File: src/rtl/life_step_sequencer.sv
// Turns periodic timer ticks and manual step requests into start/done generation
// transactions for the Game of Life cell array, with overrun and timeout reporting.
module life_step_sequencer #(
  parameter int unsigned TICKS_PER_STEP = 1,
  parameter int unsigned GEN_WIDTH      = 16,
  parameter int unsigned TIMEOUT_CYCLES = 1024
) (
  input  logic                 clk,
  input  logic                 rst,
  input  logic                 tick_pulse,
  input  logic                 run,
  input  logic                 step_req,
  input  logic                 step_done,
  input  logic                 clear_err,
  output logic                 step_start,
  output logic                 busy,
  output logic [GEN_WIDTH-1:0] generation,
  output logic                 overrun,
  output logic                 timeout_err
);

  localparam int unsigned TickW = (TICKS_PER_STEP > 1) ? $clog2(TICKS_PER_STEP) : 1;
  localparam int unsigned WaitW = $clog2(TIMEOUT_CYCLES);
  localparam logic [TickW-1:0] TickLast = TickW'(TICKS_PER_STEP - 1);
  localparam logic [WaitW-1:0] WaitLast = WaitW'(TIMEOUT_CYCLES - 1);

  typedef enum logic [1:0] {StIdle, StStart, StWait} state_e;

  state_e               state_q, state_d;
  logic                 tick_q, step_q;
  logic [TickW-1:0]     tick_cnt_q, tick_cnt_d;
  logic [WaitW-1:0]     wait_cnt_q, wait_cnt_d;
  logic [GEN_WIDTH-1:0] gen_q, gen_d;
  logic                 overrun_q, overrun_d;
  logic                 timeout_q, timeout_d;
  logic                 tick_rise, step_rise, auto_req, req;
  logic                 overrun_set, timeout_set;

  assign tick_rise = tick_pulse & ~tick_q;
  assign step_rise = step_req & ~step_q;
  assign req       = auto_req | step_rise;

  always_comb begin
    tick_cnt_d = tick_cnt_q;
    auto_req   = 1'b0;
    if (!run) begin
      tick_cnt_d = '0;
    end else if (tick_rise) begin
      if (tick_cnt_q == TickLast) begin
        auto_req   = 1'b1;
        tick_cnt_d = '0;
      end else begin
        tick_cnt_d = tick_cnt_q + 1'b1;
      end
    end
  end

  always_comb begin
    state_d     = state_q;
    wait_cnt_d  = wait_cnt_q;
    gen_d       = gen_q;
    timeout_set = 1'b0;
    unique case (state_q)
      StIdle: begin
        if (req) state_d = StStart;
      end
      StStart: begin
        state_d    = StWait;
        wait_cnt_d = '0;
      end
      StWait: begin
        if (step_done) begin
          gen_d   = gen_q + 1'b1;
          state_d = StIdle;
        end else if (wait_cnt_q == WaitLast) begin
          timeout_set = 1'b1;
          state_d     = StIdle;
        end else begin
          wait_cnt_d = wait_cnt_q + 1'b1;
        end
      end
      default: state_d = StIdle;
    endcase
  end

  // Requests arriving outside IDLE are never queued; only auto requests are flagged.
  assign overrun_set = auto_req & (state_q != StIdle);
  // Set beats clear when both happen in one cycle.
  assign overrun_d   = overrun_set | (overrun_q & ~clear_err);
  assign timeout_d   = timeout_set | (timeout_q & ~clear_err);

  always_ff @(posedge clk or negedge rst) begin
    if (!rst) begin
      state_q    <= StIdle;
      tick_q     <= 1'b0;
      step_q     <= 1'b0;
      tick_cnt_q <= '0;
      wait_cnt_q <= '0;
      gen_q      <= '0;
      overrun_q  <= 1'b0;
      timeout_q  <= 1'b0;
    end else begin
      state_q    <= state_d;
      tick_q     <= tick_pulse;
      step_q     <= step_req;
      tick_cnt_q <= tick_cnt_d;
      wait_cnt_q <= wait_cnt_d;
      gen_q      <= gen_d;
      overrun_q  <= overrun_d;
      timeout_q  <= timeout_d;
    end
  end

  assign step_start  = (state_q == StStart);
  assign busy        = (state_q != StIdle);
  assign generation  = gen_q;
  assign overrun     = overrun_q;
  assign timeout_err = timeout_q;

endmodule

File: config.mk
export PLATFORM = sky130hd
export DESIGN_NAME = life_step_sequencer
export DESIGN_NICKNAME = d
export VERILOG_FILES = /design/src/rtl/life_step_sequencer.sv
export SDC_FILE = /design/constraint.sdc
export NUM_CORES = 1
export LEC_CHECK = 0
export BUFFER_PORTS_ARGS = -buffer_cell sky130_fd_sc_hd__buf_2
export CORE_UTILIZATION = 58
export CTS_CLUSTER_SIZE = 40
export DETAILED_ROUTE_END_ITERATION = 7
export PLACE_DENSITY = 0.82
export SKIP_CTS_REPAIR_TIMING = 1
export SLEW_MARGIN = 20
export SYNTH_ARGS = -nofsm -noshare
export SYNTH_HDL_FRONTEND = slang
export SYNTH_SLANG_ARGS = --single-unit
File: constraint.sdc
create_clock -name clk -period 3 [get_ports clk]
set_input_delay 0.15 -clock clk [delete_from_list [all_inputs] [get_ports clk]]
set_output_delay 0.15 -clock clk [all_outputs]
set_load 0.01 [all_outputs]
### Yosys cells after proc, flatten, opt, wreduce, memory -nomap -nowiden

Cells that the tools add are included.

* output and inout port bits: 20
* register bits after elaboration: 33
* logic and storage cells: 52

* eq/ne operators: 8
* bitwise operators: 11
* $add $sub $neg: 3
* mux-type cells: 16
* reduce and logical (&&, ||, !) cells: 6

Operator list (count)
* 10-bit two-way mux: 2
* 10-bit case mux with 2 select lines: 1
* 16-bit by 1-bit adder with 16-bit output, second input constant: 1
* 10-bit by 1-bit adder with 10-bit output, second input constant: 1
* 10-bit equality test, second input constant: 1
* 1-bit two-way mux: 9
* 2-bit two-way mux: 3
* 2-bit inequality test, second input constant: 3
* 2-bit case mux with 3 select lines: 1
* 1-bit bitwise AND: 5
* 2-bit AND reduction: 2
* 2-bit nonzero test: 2
* 3-bit inequality test, second input constant: 1
* 1-bit inverter: 3
* 1-bit bitwise OR: 3
* 3-bit AND reduction: 1
* 2-bit by 1-bit equality test with 1-bit output, second input constant: 1
* 2-bit equality test, second input constant: 1
* 2-bit logical NOT: 1
* 2-bit by 1-bit inequality test with 1-bit output, second input constant: 1
* 1-bit adder, second input constant: 1

### Logic depth before layout (Yosys ltp)

Gate-level depths: netlist (run 1).

* depth in word-level cells: 7
* depth in mapped cells: 6

### Least setup slack after synthesis (run 1)

No wires, ideal clock.

* kind: register -> register
* from: register wait_cnt_q[0]
* to: register wait_cnt_q[8]
* arrival: 1.440 ns
* buffers on the path: 1
* stages on the path, launching flop included: 7
* path slack: 1.421 ns
* setup time: 0.139 ns
* clock period less this slack: 1.579 ns
* cell sequence: dfrtp_1 ha_1 and3_1 buf_2 nand4_1 o311ai_0 o31ai_1

* cells in the longest elaborated chain, start to end: 4
* elaborated cells between the ends (all ways): 7

RTL lines
* start, declared: line 32 `logic [WaitW-1:0] wait_cnt_q, wait_cnt_d;`
* start signal, assigned: line 107 `wait_cnt_q <= wait_cnt_d;`
* 10-bit by 1-bit adder with 10-bit output: line 79 `wait_cnt_d = wait_cnt_q + 1'b1;`
* 10-bit two-way mux: line 75 `end else if (wait_cnt_q == WaitLast) begin`
* 10-bit two-way mux: line 72 `if (step_done) begin`
* 10-bit case mux with 2 select lines: line 63 `unique case (state_q)`

Parallel ways exist; a longest one is shown, timed or not. The select of a mux whose other input is x is not followed.
A chain may end at the register's enable or synchronous reset.

### Final worst setup path (run 1)

Same ends and word-level chain as after synthesis.

==> metrics.md, run 1 <==
| Metric | Value |
|---|---|
| Status | finished, final reports clean |
| WP buf/inv | 0 |
| Required @ worst endpoint | roughly 3.2 ns |
| Slew Limit Fails | 0 |
| Reg2reg start | wait_cnt_q[0] |
| VDD IR max | between 0.0003 and 0.0004 V |
| Clock Power Share | 24.9% |
| CTS tree | yes |
| Int Pwr | around 700 uW |
| Clock buffer depth | 2 |
| PwrDens | a little under 600 nW/um^2 |
| TritonCTS buffer count | 5 |
| Fin nets | 178 |
| Residual DRC | 0 |
| # rows | 18 |
| HP Class | input pin to flip-flop |
| RSZ-0062 raised after global routing | false |
| NetSw | 326.8 uW |
| Die Area | 2783 um^2 |
| CP Data Arrival Time | 2.02 ns |
| Reg2reg setup slack | ~1.2 ns |
| Vias in the first global route | 1098 |
| Ys async rst share | 100.0% |
| Met1 global-route usage | around a quarter |
| Total gr overflow | 0 |
| Worst setup EP type | flip-flop |
| Cell Area, Synth | 1494 um^2 |
| # fillers | ~180 |
| Critical R2R Capture | wait_cnt_q[8] |
| CP Max Fanout | 6 |
| Total Wirelength | around 2800 um |
| Final TNS setup | 0 ns |
| Vias per cell | roughly 5.7 |
| Core Footprint | 2455 um^2 |
| H-tree level count | 2 |
| IO Count | 27 |
| Post-Syn Nets | 146 |
| Antenna diode count | 0 |
| Met2 Usage GRT | 39.87% |
| Placer Congestion | 0.7920 |
| Switching share of power | around a third |
| DRT iter0 DRCs | 24 |
| I/O Buffers | 26 |
| Fin util | 70.34% |
| Crit Path Class | flip-flop to flip-flop |
| Met3 Resource Use GR | 6.087% |
| Mapped Cells | 137 |
| First-pass GRT wire length | 4636 um |
| Clock skew | between 0.004 and 0.005 ns |
| Hold wc startpoint | clear_err |
| CTS sink cnt | 32 |
| P&R area growth vs syn | 15.58% |
| DP HPWL | 1992 um |
| Yosys warns | 0 |
| Pin count of the biggest net entering global routing | 33 |
| Least-Margin Pin Slew | 0.6858 ns |
| CP Launch Type | flip-flop |
| Flops & latches, synth | 32 |
| Post-synth EDFFs | 0 |
| CP peak stage delay | ~0.40 ns |
| Maximum clock frequency | ~0.55 GHz |
| GR Util All Layers | 23.21% |
| Post-synthesis sequential area ratio | a little over half |
| WHS Endpoint | timeout_err |
| Gate power share | 19.3% |
| Syn_area_per_cell | 10.90 um^2 |
| GRT busiest layer | met2 |
| Share of layout cells above drive strength 1 | 21.76% |
| Pleak | 0.0008280 uW |
| Dominant synthesized flop cell | dfrtp_1 |
| Clock Pin Slew Worst Setup and Hold Paths | roughly 0.09 ns |
| Initial Util | between 60% and 70% |
| Library cells used by synthesis | 40 |
| Die Ht | 52.75 um |
| DRT antenna net count | 0 |
| Rel. slew slack | 54.28% |
| Max-Cap Viols | 0 |
| Hold path depth | 2 |
| Worst-skew pair later-pin latency | 0.33 ns |
| WL/cell | 13.77 um |
| Crit path max-delay family | simple AND/OR/NAND/NOR gates |
| Crit share post-route | 60.52% |
| Die X | approximately 53 um |
| Slowest-stage cell, CP | dfrtp_1 |
| Min Tclk post-route | roughly 1.8 ns |
| CP Cell Sequence | ha_1 > and3_1 > nand4_1 > o311ai_0 > o31ai_1 |
| DR pass1 iterations | 4 |
| Vias | 1136 |
| Initial antenna violation count | 0 |
| Sequential power share | 55.8% |
| Hold Fails Final Rpt | 0 |
| CTS Root Cell | clkbuf_4 |
| Final setup viols | 0 |
| FF-to-FF path depth | 5 |
[worst max-delay path by stage]
stage	startpoint	endpoint	slack (ns)	cells after the start
2_1_floorplan	wait_cnt_q[0]	wait_cnt_q[8]	1.42	6
6_report	wait_cnt_q[0]	wait_cnt_q[8]	1.18	5
3_3_place_gp	wait_cnt_q[0]	wait_cnt_q[8]	1.33	5
3_5_place_dp	wait_cnt_q[0]	wait_cnt_q[8]	1.20	5
5_1_grt	wait_cnt_q[0]	wait_cnt_q[8]	1.05	5
4_1_cts	wait_cnt_q[0]	wait_cnt_q[8]	1.18	5
[layout by cell type (no fill, tap or decap), drive strengths merged, types with 2 or more instances in the layout]
cell	Yosys	layout
nand2b	2	2
nand4b	2	2
o21ai	2	2
nand4	6	6
mux2i	2	2
dfrtp	32	32
a31oi	2	2
and3	2	2
buf	2	26
o311ai	2	2
or2	2	2
dlygate4sd3	0	3
nand3b	2	2
xor2	4	4
nor2	4	4
nor3	2	2
nand3	11	11
clkbuf	2	8
a21oi	3	3
nand2	15	15
inv	7	7
nor4	4	4
ha	2	2
xnor2	11	11
[cell type report]
class                           count  area [um^2]  area share (%)
Tap cell                           30        37.54           2.174
Multi-Input combinational cell     94        643.1           37.25
Inverter                            7        26.28           1.522
Timing Repair Buffer               29        160.2           9.275
Clock buffer                        8        58.81           3.406
Sequential cell                    32        800.8           46.38
[kinds of logic after synthesis]
family / after synthesis / share of synthesized area, %
simple gates: 56 / 20.69
flops: 32 / 53.60
compound gates: 18 / 9.800
xor+xnor: 15 / 8.794
buf+inv: 11 / 3.350
mux: 3 / 2.094
fa+ha+maj: 2 / 1.675
[power by group through the flow]
| stage | Combinational, uW | Sequential (uW) | Clock [uW] |
|---|---|---|---|
| 2_1_floorplan | 119 | 574 | 0 |
| 3_3_place_gp | 190 | 572 | 0 |
| 3_5_place_dp | 199 | 578 | 0 |
| 4_1_cts | 199 | 570 | 260 |
| 5_1_grt | 227 | 585 | 274 |
| 6_report | 198 | 571 | 255 |
[through the flow]
| step | power (uW) | hold WS [ns] | instance area (um^2) | worst slack [ns] | std cells |
|---|---|---|---|---|---|
| after floorplan | 693.0 | -0.1456 | 1494 | 1.421 | 137 |
| after global placement | 762.1 | 0.2222 | 1638 | 1.334 | 189 |
| after CTS | 1029 | -0.1248 | 1697 | 1.184 | 197 |
| after global routing | 1086 | 0.02437 | 1727 | 1.046 | 200 |
| final | 1024 | 0.01241 | 1727 | 1.184 | 200 |
| after detailed placement | 776.3 | 0.2416 | 1638 | 1.202 | 189 |
[synth_stat cells, drive strengths merged (2+ instances only)]
master / number / area [um^2]
buf: 2 / 16.26
o311ai: 2 / 17.52
or2: 2 / 12.51
xnor2: 11 / 96.34
and3: 2 / 12.51
nand3b: 2 / 15.01
mux2i: 2 / 20.02
nand3: 11 / 55.05
clkbuf: 2 / 7.510
nor2: 4 / 15.01
ha: 2 / 25.02
a31oi: 2 / 12.51
nor3: 2 / 10.01
o21ai: 2 / 10.01
nand2: 15 / 56.30
inv: 7 / 26.28
nand4: 6 / 37.54
dfrtp: 32 / 800.8
a21oi: 3 / 15.01
nor4: 4 / 31.28
nand2b: 2 / 12.51
nand4b: 2 / 17.52
xor2: 4 / 35.03
[per-layer routing]
metal  vias up  wire length [um]
met2        27              1328
met4         0                55
met5         -                 0
met3         8               104
met1       538              1265
li1        563                 -
[registers in the layout (all words and copies together), names as in the netlist]
name and flops:
wait_cnt_q 10, state_q 2, generation 16, step_q 1, overrun 1, tick_q 1, timeout_err 1
[worst register-to-register path, delay by kind of cell (launching register included)]
kind / cells / cell delay [ns]
AOI/OAI and AO/OA: 2 / 0.53
adders and majority gates: 1 / 0.21
DFF: 1 / 0.40
and+or+nand+nor: 2 / 0.55
No activity file was read; power rests on OpenSTA's default activity.
==> run 2, diff against run 1 <==
CORE_UTILIZATION = 54   (was 58)
PLACE_DENSITY = 0.77   (was 0.82)
clock period = 1.8 ns   (was 3 ns; I/O delays follow)
==> metrics.md, run 2 (synthesis results as in run 1) <==
| Metric | Value |
|---|---|
| WP buf/inv | 0 |
| Worst setup EP type | flip-flop |
| Crit path max-delay family | flip-flops |
| Least-Margin Pin Slew | between 0.6 and 0.7 ns |
| Fin util | between 60% and 70% |
| Residual DRC | 0 |
| Clock Pin Slew Worst Setup and Hold Paths | 0.10 ns |
| CTS tree | yes |
| Fin nets | 182 |
| Share of layout cells above drive strength 1 | 25.29% |
| WL/cell | between 10 and 15 um |
| Status | finished, final reports clean |
| Crit Path Class | flip-flop to flip-flop |
| Hold path depth | 3 |
| IO Count | 27 |
| Reg2reg setup slack | 0.17 ns |
| Clock buffer depth | 2 |
| First-pass GRT wire length | 4740 um |
| Reg2reg start | wait_cnt_q[0] |
| TritonCTS buffer count | 5 |
| CP Launch Type | flip-flop |
| Vias in the first global route | 1078 |
| Vias | 1152 |
| # fillers | 193 |
| CTS sink cnt | 32 |
| Max reg flops | 16 |
| Worst-skew pair later-pin latency | 0.33 ns |
| Commonest non-fill, non-tap cell in the layout | dfrtp_1 |
| Max-Cap Viols | 0 |
| Required @ worst endpoint | slightly above 2 ns |
| Rel. slew slack | 53.79% |
| Clock skew | 0.005743 ns |
| WHS Endpoint | overrun |
| CTS Root Cell | clkbuf_4 |
| PwrDens | 986.2 nW/um^2 |
| Total gr overflow | 0 |
| Die Area | 2981 um^2 |
| Slew Limit Fails | 0 |
| I/O Buffers | 26 |
| HP Class | input pin to flip-flop |
| DRT iter0 DRCs | 17 |
| Pin count of the biggest net entering global routing | 33 |
| GR Util All Layers | 23.53% |
| Pleak | around 0.00085 uW |
| VDD IR max | approximately 0.00095 V |
| Vias per cell | around 5.6 |
| Die X | 54.60 um |
| FF-to-FF path depth | 5 |
| RSZ-0062 raised after global routing | false |
| Maximum clock frequency | 0.6125 GHz |
| # rows | 18 |
| Post-route cell area | 1765 um^2 |
| Total Wirelength | roughly 2900 um |
| Core Footprint | 2545 um^2 |
| Antenna diode count | 0 |
| H-tree level count | 2 |
| Overall power | approximately 1700 uW |
| Initial antenna violation count | 0 |
| CP Data Arrival Time | 1.85 ns |
| Final TNS setup | 0 ns |
| Placed inst area | 1660 um^2 |
| CP Cell Sequence | ha_1 > and3_2 > a41o_1 > nand2_1 > o221ai_1 |
| Hold Fails Final Rpt | 0 |
| DR pass1 iterations | 4 |
| Crit share post-route | around nine tenths |
| DP HPWL | 2001 um |
| Final setup viols | 0 |
| Placer Congestion | 0.7898 |
| Critical R2R Capture | wait_cnt_q[4] |
| Slowest-stage cell, CP | dfrtp_1 |
| Min Tclk post-route | between 1.5 and 2 ns |
| P&R area growth vs syn | 18.17% |
| Initial Util | 58.70% |
| Hold wc startpoint | run |
| Die Ht | 54.60 um |
| Most frequent cells in the layout | dfrtp_1 (32), buf_2 (26), nand2_1 (15), nand3_1 (11), xnor2_1 (11) |
| CP peak stage delay | 0.43 ns |
| DRT antenna net count | 0 |
| CP Max Fanout | 6 |
run 2: cell type report:
| type | instances | area (um^2) | area share, % |
|---|---|---|---|
| Sequential cell | 32 | 800.8 | 45.36 |
| Multi-Input combinational cell | 94 | 646.9 | 36.64 |
| Timing Repair Buffer | 33 | 192.7 | 10.91 |
| Clock buffer | 6 | 51.30 | 2.906 |
| Tap cell | 30 | 37.54 | 2.126 |
| Inverter | 7 | 26.28 | 1.488 |
| Clock inverter | 2 | 10.01 | 0.5670 |
run 2: worst register-to-register path: stages, from the launching register on:
cell	delay (ns)
dfrtp_1	0.43
ha_1	0.26
and3_2	0.28
a41o_1	0.31
nand2_1	0.13
o221ai_1	0.12
run 2: how the worst max path moves through the flow:
| stage | from | end | slack [ns] | cells past startpoint |
|---|---|---|---|---|
| floorplan | wait_cnt_q[0] | wait_cnt_q[8] | 0.22 | 6 |
| detailed placement | state_q[0] | wait_cnt_q[4] | 0.11 | 4 |
| finish | wait_cnt_q[0] | wait_cnt_q[4] | 0.17 | 5 |
| global route | wait_cnt_q[0] | wait_cnt_q[8] | 0.02 | 5 |
| CTS | state_q[0] | wait_cnt_q[4] | 0.10 | 4 |
| global placement | state_q[0] | wait_cnt_q[4] | 0.17 | 4 |
run 2: stage by stage:
stage,setup slack (ns),cells,hold WS [ns]
3_5_place_dp,0.1137,192,0.1717
6_report,0.1673,204,0.06899
2_1_floorplan,0.2209,137,-0.2056
5_1_grt,0.01538,204,0.04193
4_1_cts,0.1017,200,-0.2078
3_3_place_gp,0.1744,192,0.1621
run 2: power breakdown:
group,switching [uW],internal (uW)
Clock,252,186
Combinational,202,172
Sequential,114,815
Total,568,1170
run 2: layer usage:
layer  part of all wire, %  track usage, %  wire length [um]
met1                    45           27.30              1273
met4                  0.95           8.974                27
met5                     0               0                 0
met2                    51           38.76              1448
met3                   3.5           9.167               101
